**config.mk**
```make
export PLATFORM = sky130hd
export DESIGN_NAME = uart_rx_fifo
export DESIGN_NICKNAME = d
export VERILOG_FILES = /design/src/rtl/uart_pkg.sv /design/src/rtl/sync_fifo.sv /design/src/rtl/uart_rx_fifo.sv
export SDC_FILE = /design/constraint.sdc
export NUM_CORES = 1
export LEC_CHECK = 0
export BUFFER_PORTS_ARGS = -buffer_cell sky130_fd_sc_hd__buf_4
export CORE_ASPECT_RATIO = 0.75
export CORE_UTILIZATION = 50
export CTS_CLUSTER_SIZE = 20
export DETAILED_ROUTE_END_ITERATION = 12
export PLACE_DENSITY = 0.66
export SLEW_MARGIN = 5
export SYNTH_ARGS = -nofsm -noshare
export SYNTH_HDL_FRONTEND = slang
export SYNTH_SLANG_ARGS = --single-unit
```
**constraint.sdc**
```tcl
create_clock -name clk -period 4.5 [get_ports clk]
set_input_delay 0.9 -clock clk [delete_from_list [all_inputs] [get_ports clk]]
set_output_delay 0.9 -clock clk [all_outputs]
set_load 0.05 [all_outputs]
```
**src/rtl/uart_pkg.sv**
```systemverilog
// Shared UART definitions: receiver FSM states and the default bit divider.
// Used by uart_rx_fifo; the transmit path is expected to import the same package.
package uart_pkg;

    // 100 MHz / 115200 baud, rounded
    localparam int unsigned CLKS_PER_BIT_115200_100MHZ = 868;

    typedef enum logic [2:0] {
        StIdle,
        StStart,
        StData,
        StParity,
        StStop
    } uart_rx_state_e;

endpackage

```
**src/rtl/sync_fifo.sv**
```systemverilog
// First-word-fall-through synchronous FIFO with a sticky overflow flag.
// Pointers carry one extra MSB so full and empty are distinguishable.
module sync_fifo #(
    parameter int unsigned DATA_BITS  = 8,
    parameter int unsigned FIFO_DEPTH = 16
) (
    input  logic                          clk,
    input  logic                          rst_n,
    input  logic                          i_push,
    input  logic [DATA_BITS-1:0]          i_push_data,
    input  logic                          i_pop,
    input  logic                          i_clr_ovf,
    output logic [DATA_BITS-1:0]          o_head,
    output logic                          o_valid,
    output logic [$clog2(FIFO_DEPTH):0]   o_count,
    output logic                          o_overflow
);

    localparam int unsigned AW = $clog2(FIFO_DEPTH);

    logic [DATA_BITS-1:0] r_mem [FIFO_DEPTH];
    logic [AW:0]          r_wr_ptr;
    logic [AW:0]          r_rd_ptr;
    logic                 r_overflow;

    logic [AW:0] w_count;
    logic        w_empty;
    logic        w_full;
    logic        w_pop;
    logic        w_wr;
    logic        w_drop;

    assign w_count = r_wr_ptr - r_rd_ptr;
    assign w_empty = (w_count == '0);
    assign w_full  = (w_count == (AW+1)'(FIFO_DEPTH));
    assign w_pop   = i_pop && !w_empty;
    // A pop in the same cycle frees the slot, so a push into a full FIFO still lands
    assign w_wr    = i_push && (!w_full || w_pop);
    assign w_drop  = i_push && w_full && !w_pop;

    always_ff @(posedge clk) begin
        if (w_wr) begin
            r_mem[r_wr_ptr[AW-1:0]] <= i_push_data;
        end
    end

    always_ff @(posedge clk or negedge rst_n) begin
        if (!rst_n) begin
            r_wr_ptr   <= '0;
            r_rd_ptr   <= '0;
            r_overflow <= 1'b0;
        end else begin
            if (w_wr) begin
                r_wr_ptr <= r_wr_ptr + 1'b1;
            end
            if (w_pop) begin
                r_rd_ptr <= r_rd_ptr + 1'b1;
            end
            if (w_drop) begin
                r_overflow <= 1'b1;
            end else if (i_clr_ovf) begin
                r_overflow <= 1'b0;
            end
        end
    end

    assign o_head     = w_empty ? '0 : r_mem[r_rd_ptr[AW-1:0]];
    assign o_valid    = !w_empty;
    assign o_count    = w_count;
    assign o_overflow = r_overflow;

endmodule

```
**src/rtl/uart_rx_fifo.sv**
```systemverilog
// UART receiver (start + DATA_BITS + optional even parity + stop) feeding a FWFT FIFO.
// Define UART_RX_PARITY_EN to add the parity bit and the parity_err output.
module uart_rx_fifo
    import uart_pkg::*;
#(
    parameter int unsigned CLKS_PER_BIT = CLKS_PER_BIT_115200_100MHZ,
    parameter int unsigned DATA_BITS    = 8,
    parameter int unsigned FIFO_DEPTH   = 16
) (
    input  logic                        clk,
    input  logic                        rst_n,
    input  logic                        rxd,
    output logic [DATA_BITS-1:0]        out_data,
    output logic                        out_valid,
    input  logic                        out_ready,
    output logic [$clog2(FIFO_DEPTH):0] fifo_count,
    output logic                        overflow,
    output logic                        frame_err,
`ifdef UART_RX_PARITY_EN
    output logic                        parity_err,
`endif
    input  logic                        clr_err
);

    localparam logic [15:0] HALF_LOAD = 16'(CLKS_PER_BIT / 2 - 1);
    localparam logic [15:0] FULL_LOAD = 16'(CLKS_PER_BIT - 1);
    localparam logic [3:0]  LAST_BIT  = 4'(DATA_BITS - 1);

    logic r_sync1;
    logic r_sync2;
    logic r_rx_prev;
    logic w_rx;

    uart_rx_state_e       r_state;
    logic [15:0]          r_cnt;
    logic [3:0]           r_bit_idx;
    logic [DATA_BITS-1:0] r_shift;
    logic                 r_push;
    logic [DATA_BITS-1:0] r_push_data;
    logic                 r_frame_err;
`ifdef UART_RX_PARITY_EN
    logic                 r_par_bad;
    logic                 r_parity_err;
`endif

    // Synchronizer idles high so reset never looks like a start edge
    always_ff @(posedge clk or negedge rst_n) begin
        if (!rst_n) begin
            r_sync1   <= 1'b1;
            r_sync2   <= 1'b1;
            r_rx_prev <= 1'b1;
        end else begin
            r_sync1   <= rxd;
            r_sync2   <= r_sync1;
            r_rx_prev <= r_sync2;
        end
    end

    assign w_rx = r_sync2;

    always_ff @(posedge clk or negedge rst_n) begin
        if (!rst_n) begin
            r_state     <= StIdle;
            r_cnt       <= '0;
            r_bit_idx   <= '0;
            r_shift     <= '0;
            r_push      <= 1'b0;
            r_push_data <= '0;
            r_frame_err <= 1'b0;
`ifdef UART_RX_PARITY_EN
            r_par_bad    <= 1'b0;
            r_parity_err <= 1'b0;
`endif
        end else begin
            r_push      <= 1'b0;
            r_frame_err <= 1'b0;
`ifdef UART_RX_PARITY_EN
            r_parity_err <= 1'b0;
`endif
            case (r_state)
                StIdle: begin
                    // Edge-triggered: a held-low line (break) cannot re-arm until it goes high
                    if (r_rx_prev && !w_rx) begin
                        r_state <= StStart;
                        r_cnt   <= HALF_LOAD;
                    end
                end
                StStart: begin
                    if (r_cnt == '0) begin
                        if (!w_rx) begin
                            r_state   <= StData;
                            r_cnt     <= FULL_LOAD;
                            r_bit_idx <= '0;
                        end else begin
                            r_state <= StIdle;
                        end
                    end else begin
                        r_cnt <= r_cnt - 1'b1;
                    end
                end
                StData: begin
                    if (r_cnt == '0) begin
                        r_shift <= {w_rx, r_shift[DATA_BITS-1:1]};
                        r_cnt   <= FULL_LOAD;
                        if (r_bit_idx == LAST_BIT) begin
`ifdef UART_RX_PARITY_EN
                            r_state <= StParity;
`else
                            r_state <= StStop;
`endif
                        end else begin
                            r_bit_idx <= r_bit_idx + 1'b1;
                        end
                    end else begin
                        r_cnt <= r_cnt - 1'b1;
                    end
                end
`ifdef UART_RX_PARITY_EN
                StParity: begin
                    if (r_cnt == '0) begin
                        r_par_bad    <= (^r_shift) != w_rx;
                        r_parity_err <= (^r_shift) != w_rx;
                        r_cnt        <= FULL_LOAD;
                        r_state      <= StStop;
                    end else begin
                        r_cnt <= r_cnt - 1'b1;
                    end
                end
`endif
                StStop: begin
                    if (r_cnt == '0) begin
                        if (w_rx) begin
`ifdef UART_RX_PARITY_EN
                            r_push <= !r_par_bad;
`else
                            r_push <= 1'b1;
`endif
                            r_push_data <= r_shift;
                        end else begin
                            r_frame_err <= 1'b1;
                        end
                        r_state <= StIdle;
                    end else begin
                        r_cnt <= r_cnt - 1'b1;
                    end
                end
                default: r_state <= StIdle;
            endcase
        end
    end

    sync_fifo #(
        .DATA_BITS  (DATA_BITS),
        .FIFO_DEPTH (FIFO_DEPTH)
    ) u_fifo (
        .clk         (clk),
        .rst_n       (rst_n),
        .i_push      (r_push),
        .i_push_data (r_push_data),
        .i_pop       (out_ready),
        .i_clr_ovf   (clr_err),
        .o_head      (out_data),
        .o_valid     (out_valid),
        .o_count     (fifo_count),
        .o_overflow  (overflow)
    );

    assign frame_err = r_frame_err;
`ifdef UART_RX_PARITY_EN
    assign parity_err = r_parity_err;
`endif

endmodule

```
==> results.json <==
{
  "nets": 541,
  "worst_path_max_delay_cell": "o2bb2a_1",
  "muxShareOfSynthArea_pct": 13.99,
  "clkLatencyLatePin_ns": 0.43,
  "yosys.area_share.simple_pct": 8.789,
  "place_hpwl_um": 9519,
  "yosysUniqueCellTypes": 53,
  "clk_pin_slew_worst_paths_ns": 0.07,
  "dieArea_um2": 16280,
  "placedInstanceArea_um2": 8319,
  "cts-root-buf": "clkbuf_16",
  "finish.instance_area_um2": 8910,
  "worst-r2r-setup-slack_ns": 1.10,
  "path_depth": 9,
  "row_count": 39,
  "p_leak_nw": 3.405,
  "fp.coreArea_um2": 15320,
  "grt-ovfl-total": 0,
  "postCtsSetupBuffers": 0,
  "cap_violations": 0,
  "drc": 0,
  "path_cells": "inv_1 > ha_1 > inv_1 > fa_1 > nand3b_1 > a211oi_1 > o2bb2a_1 > nor2b_1 > buf_4",
  "setup_slack_ns": 0.5306,
  "min_period_over_period_pct": 88.21,
  "synth_ff_type": "edfxtp_1",
  "io_pins": 21,
  "dr.pass1.iters": 5,
  "ir_worst_vdd_mv": 0.2945,
  "worstSetupPathType": "flop to output pin",
  "crit_top_cell": "inv_1",
  "synth_xor_area_share_pct": 1.333,
  "h-tree-depth": 4,
  "slowest_delay_ns": 0.56,
  "grt_max_degree": 56,
  "r2r-end": "u_fifo.r_mem[11][5]",
  "finalHoldViolCount": 0,
  "drtIter0Drc": 252,
  "start_kind": "flop",
  "status": "completed",
  "r2r_cells": 9,
  "cts.repair.resized": 0,
  "fmax_ghz": 0.2519,
  "die_w_um": 147.0,
  "cts_num_sinks": 183,
  "vias_per_cell": 5.781,
  "postRouteAntennaNets": 0,
  "die_h_um": 110.8,
  "synth.cell_area_um2": 7886,
  "layout_min_cycle_time_ns": 3.969,
  "min_path_type": "flop to flop",
  "min_path_cells": 0,
  "cpLargestDelayFamily": "compound AO/OA/AOI/OAI gates",
  "synth_top_family_by_area": "multiplexers",
  "wl_per_cell_um": 19.50,
  "synth_edf_count": 128,
  "cts_hold_buf": 0,
  "final_core_util_pct": 58.15,
  "grt_pass1_wl_um": 24050,
  "ys_seq_elements": 183,
  "synth_fa_ha_area_share_pct": 2.285,
  "finalClockSkew_ns": 0.01000,
  "cts_buffer_depth": 2,
  "track_usage_pct": 19.68,
  "worst-path-buf-inv": 3,
  "n_antenna_cell": 0,
  "power_mw": 5.213,
  "rsz0062_at_grt": "false",
  "powerDensity_nw_per_um2": 585.1,
  "dp.cells": 709,
  "setup-violations-final": 0,
  "cp-startpoint": "u_fifo.r_wr_ptr[0]",
  "synthCells": 492,
  "setup_tns_ns": 0,
  "place_congestion": 0.8119,
  "synth_fp_nets": 510,
  "grt_pass1_vias": 4441,
  "crit_end": "out_data[5]",
  "final_max_slew_viol_count": 0,
  "initial_core_util_pct": 51.47,
  "worst_slew_pin_slew_ns": 0.8493,
  "yosys_warnings": 0,
  "syn_avg_cell_area_um2": 16.03,
  "cp.arrival_ns": 3.07,
  "port_buffers": 20,
  "synth-compound-area-share_pct": 5.156,
  "pre_cts_ws_ns": 0.9943,
  "critPathCaptureType": "output pin",
  "async_flop_share_pct": 30.05,
  "area_growth_pct": 12.98,
  "wl_um": 14450,
  "holdWs_ns": 0.3626,
  "yosysSeqAreaShare_pct": 66.24,
  "drive_gt1_share_pct": 25.75,
  "cp_max_fo": 13,
  "cts_made_buffers": 17,
  "num_vias": 4284,
  "final_cells": 741,
  "antenna_found_initial": 0,
  "cts_tree": "built",
  "relSlewSlack_pct": 42.66,
  "required_ns": 3.60,
  "reg2reg_from": "u_fifo.r_wr_ptr[0]"
}
## worst min path at each step
| stage | startpoint | to | slack [ns] |
|---|---|---|---|
| after floorplan | r_sync1 | r_sync2 | 0.35 |
| after global placement | r_sync1 | r_sync2 | 0.35 |
| after detailed placement | r_sync1 | r_sync2 | 0.35 |
| after CTS | r_sync1 | r_sync2 | 0.36 |
| after global routing | r_sync1 | r_sync2 | 0.37 |
| final | r_sync1 | r_sync2 | 0.36 |
## state kept, by name (all words and copies together) (netlist names)
signal	flops
u_fifo.r_mem	128
r_cnt	16
r_push_data	8
r_shift	8
u_fifo.r_rd_ptr	5
u_fifo.r_wr_ptr	5
r_bit_idx	4
r_state	3
frame_err	1
r_push	1
r_rx_prev	1
r_sync1	1
r_sync2	1
u_fifo.o_overflow	1
## cell usage after synthesis (all sizes together), types with 9 or more instances
master	n	area share, %
mux4	40	11
nor4	11	0.87
inv	17	0.81
a21oi	9	0.57
edfxtp	128	49
clkbuf	20	0.97
nor2b	13	1.0
mux2	18	2.6
nor2	21	1.0
o21ai	14	0.89
dfrtp	52	17
ha	12	1.9
nor3	22	1.4
nand2	16	0.76
## where the power goes
group	switching, mW	internal, mW
clock network	0.652	0.832
registers	0.103	1.86
logic	1.03	0.741
## placed cells by master (no fill, tap or decap), types with 7 or more instances in the layout
cell,instances
edfxtp_1,128
dfrtp_1,51
mux4_2,40
buf_4,37
nor3_1,22
nor2_1,21
mux2_2,18
inv_1,17
clkbuf_16,17
nand2_1,16
nor2b_1,13
o21ai_0,13
ha_1,12
nor4_1,11
a21oi_1,9
a22o_1,8
xnor2_1,8
a21o_1,7
nand2b_1,7
## kinds of logic after synthesis
family          count (synthesis)
compound gates                 59
xor+xnor                       12
mux                            58
simple gates                  124
buf+inv                        42
fa+ha+maj                      14
flops                         183
## worst reg2reg max path, delay by kind of cell, from the launching register on
family	cells	cell delay, ns
AND/OR/NAND/NOR	3	0.77
buffers and inverters	2	0.17
adder cells (fa/ha/maj)	2	0.64
flip-flops	1	0.43
AO/OA/AOI/OAI	2	1.04
## routing by layer
metal | vias to the layer above | routed length [um] | global-route usage, %
met5 | - | 0 | 0
met4 | 0 | 108 | 5.636
met3 | 11 | 490 | 4.609
met2 | 70 | 6876 | 30.30
met1 | 2218 | 6973 | 28.23
li1 | 1985 | - | -
## cell type report
class | count | area (um2)
tap | 205 | 256.5
timing repair buffer | 37 | 277.8
multi-input combinational | 267 | 2496
clock buffer | 17 | 425.4
sequential | 183 | 5225
clock inverter | 15 | 165.2
fill | 1200 | 6412
inverter | 17 | 63.81
Power figures use the tool's default switching activity.
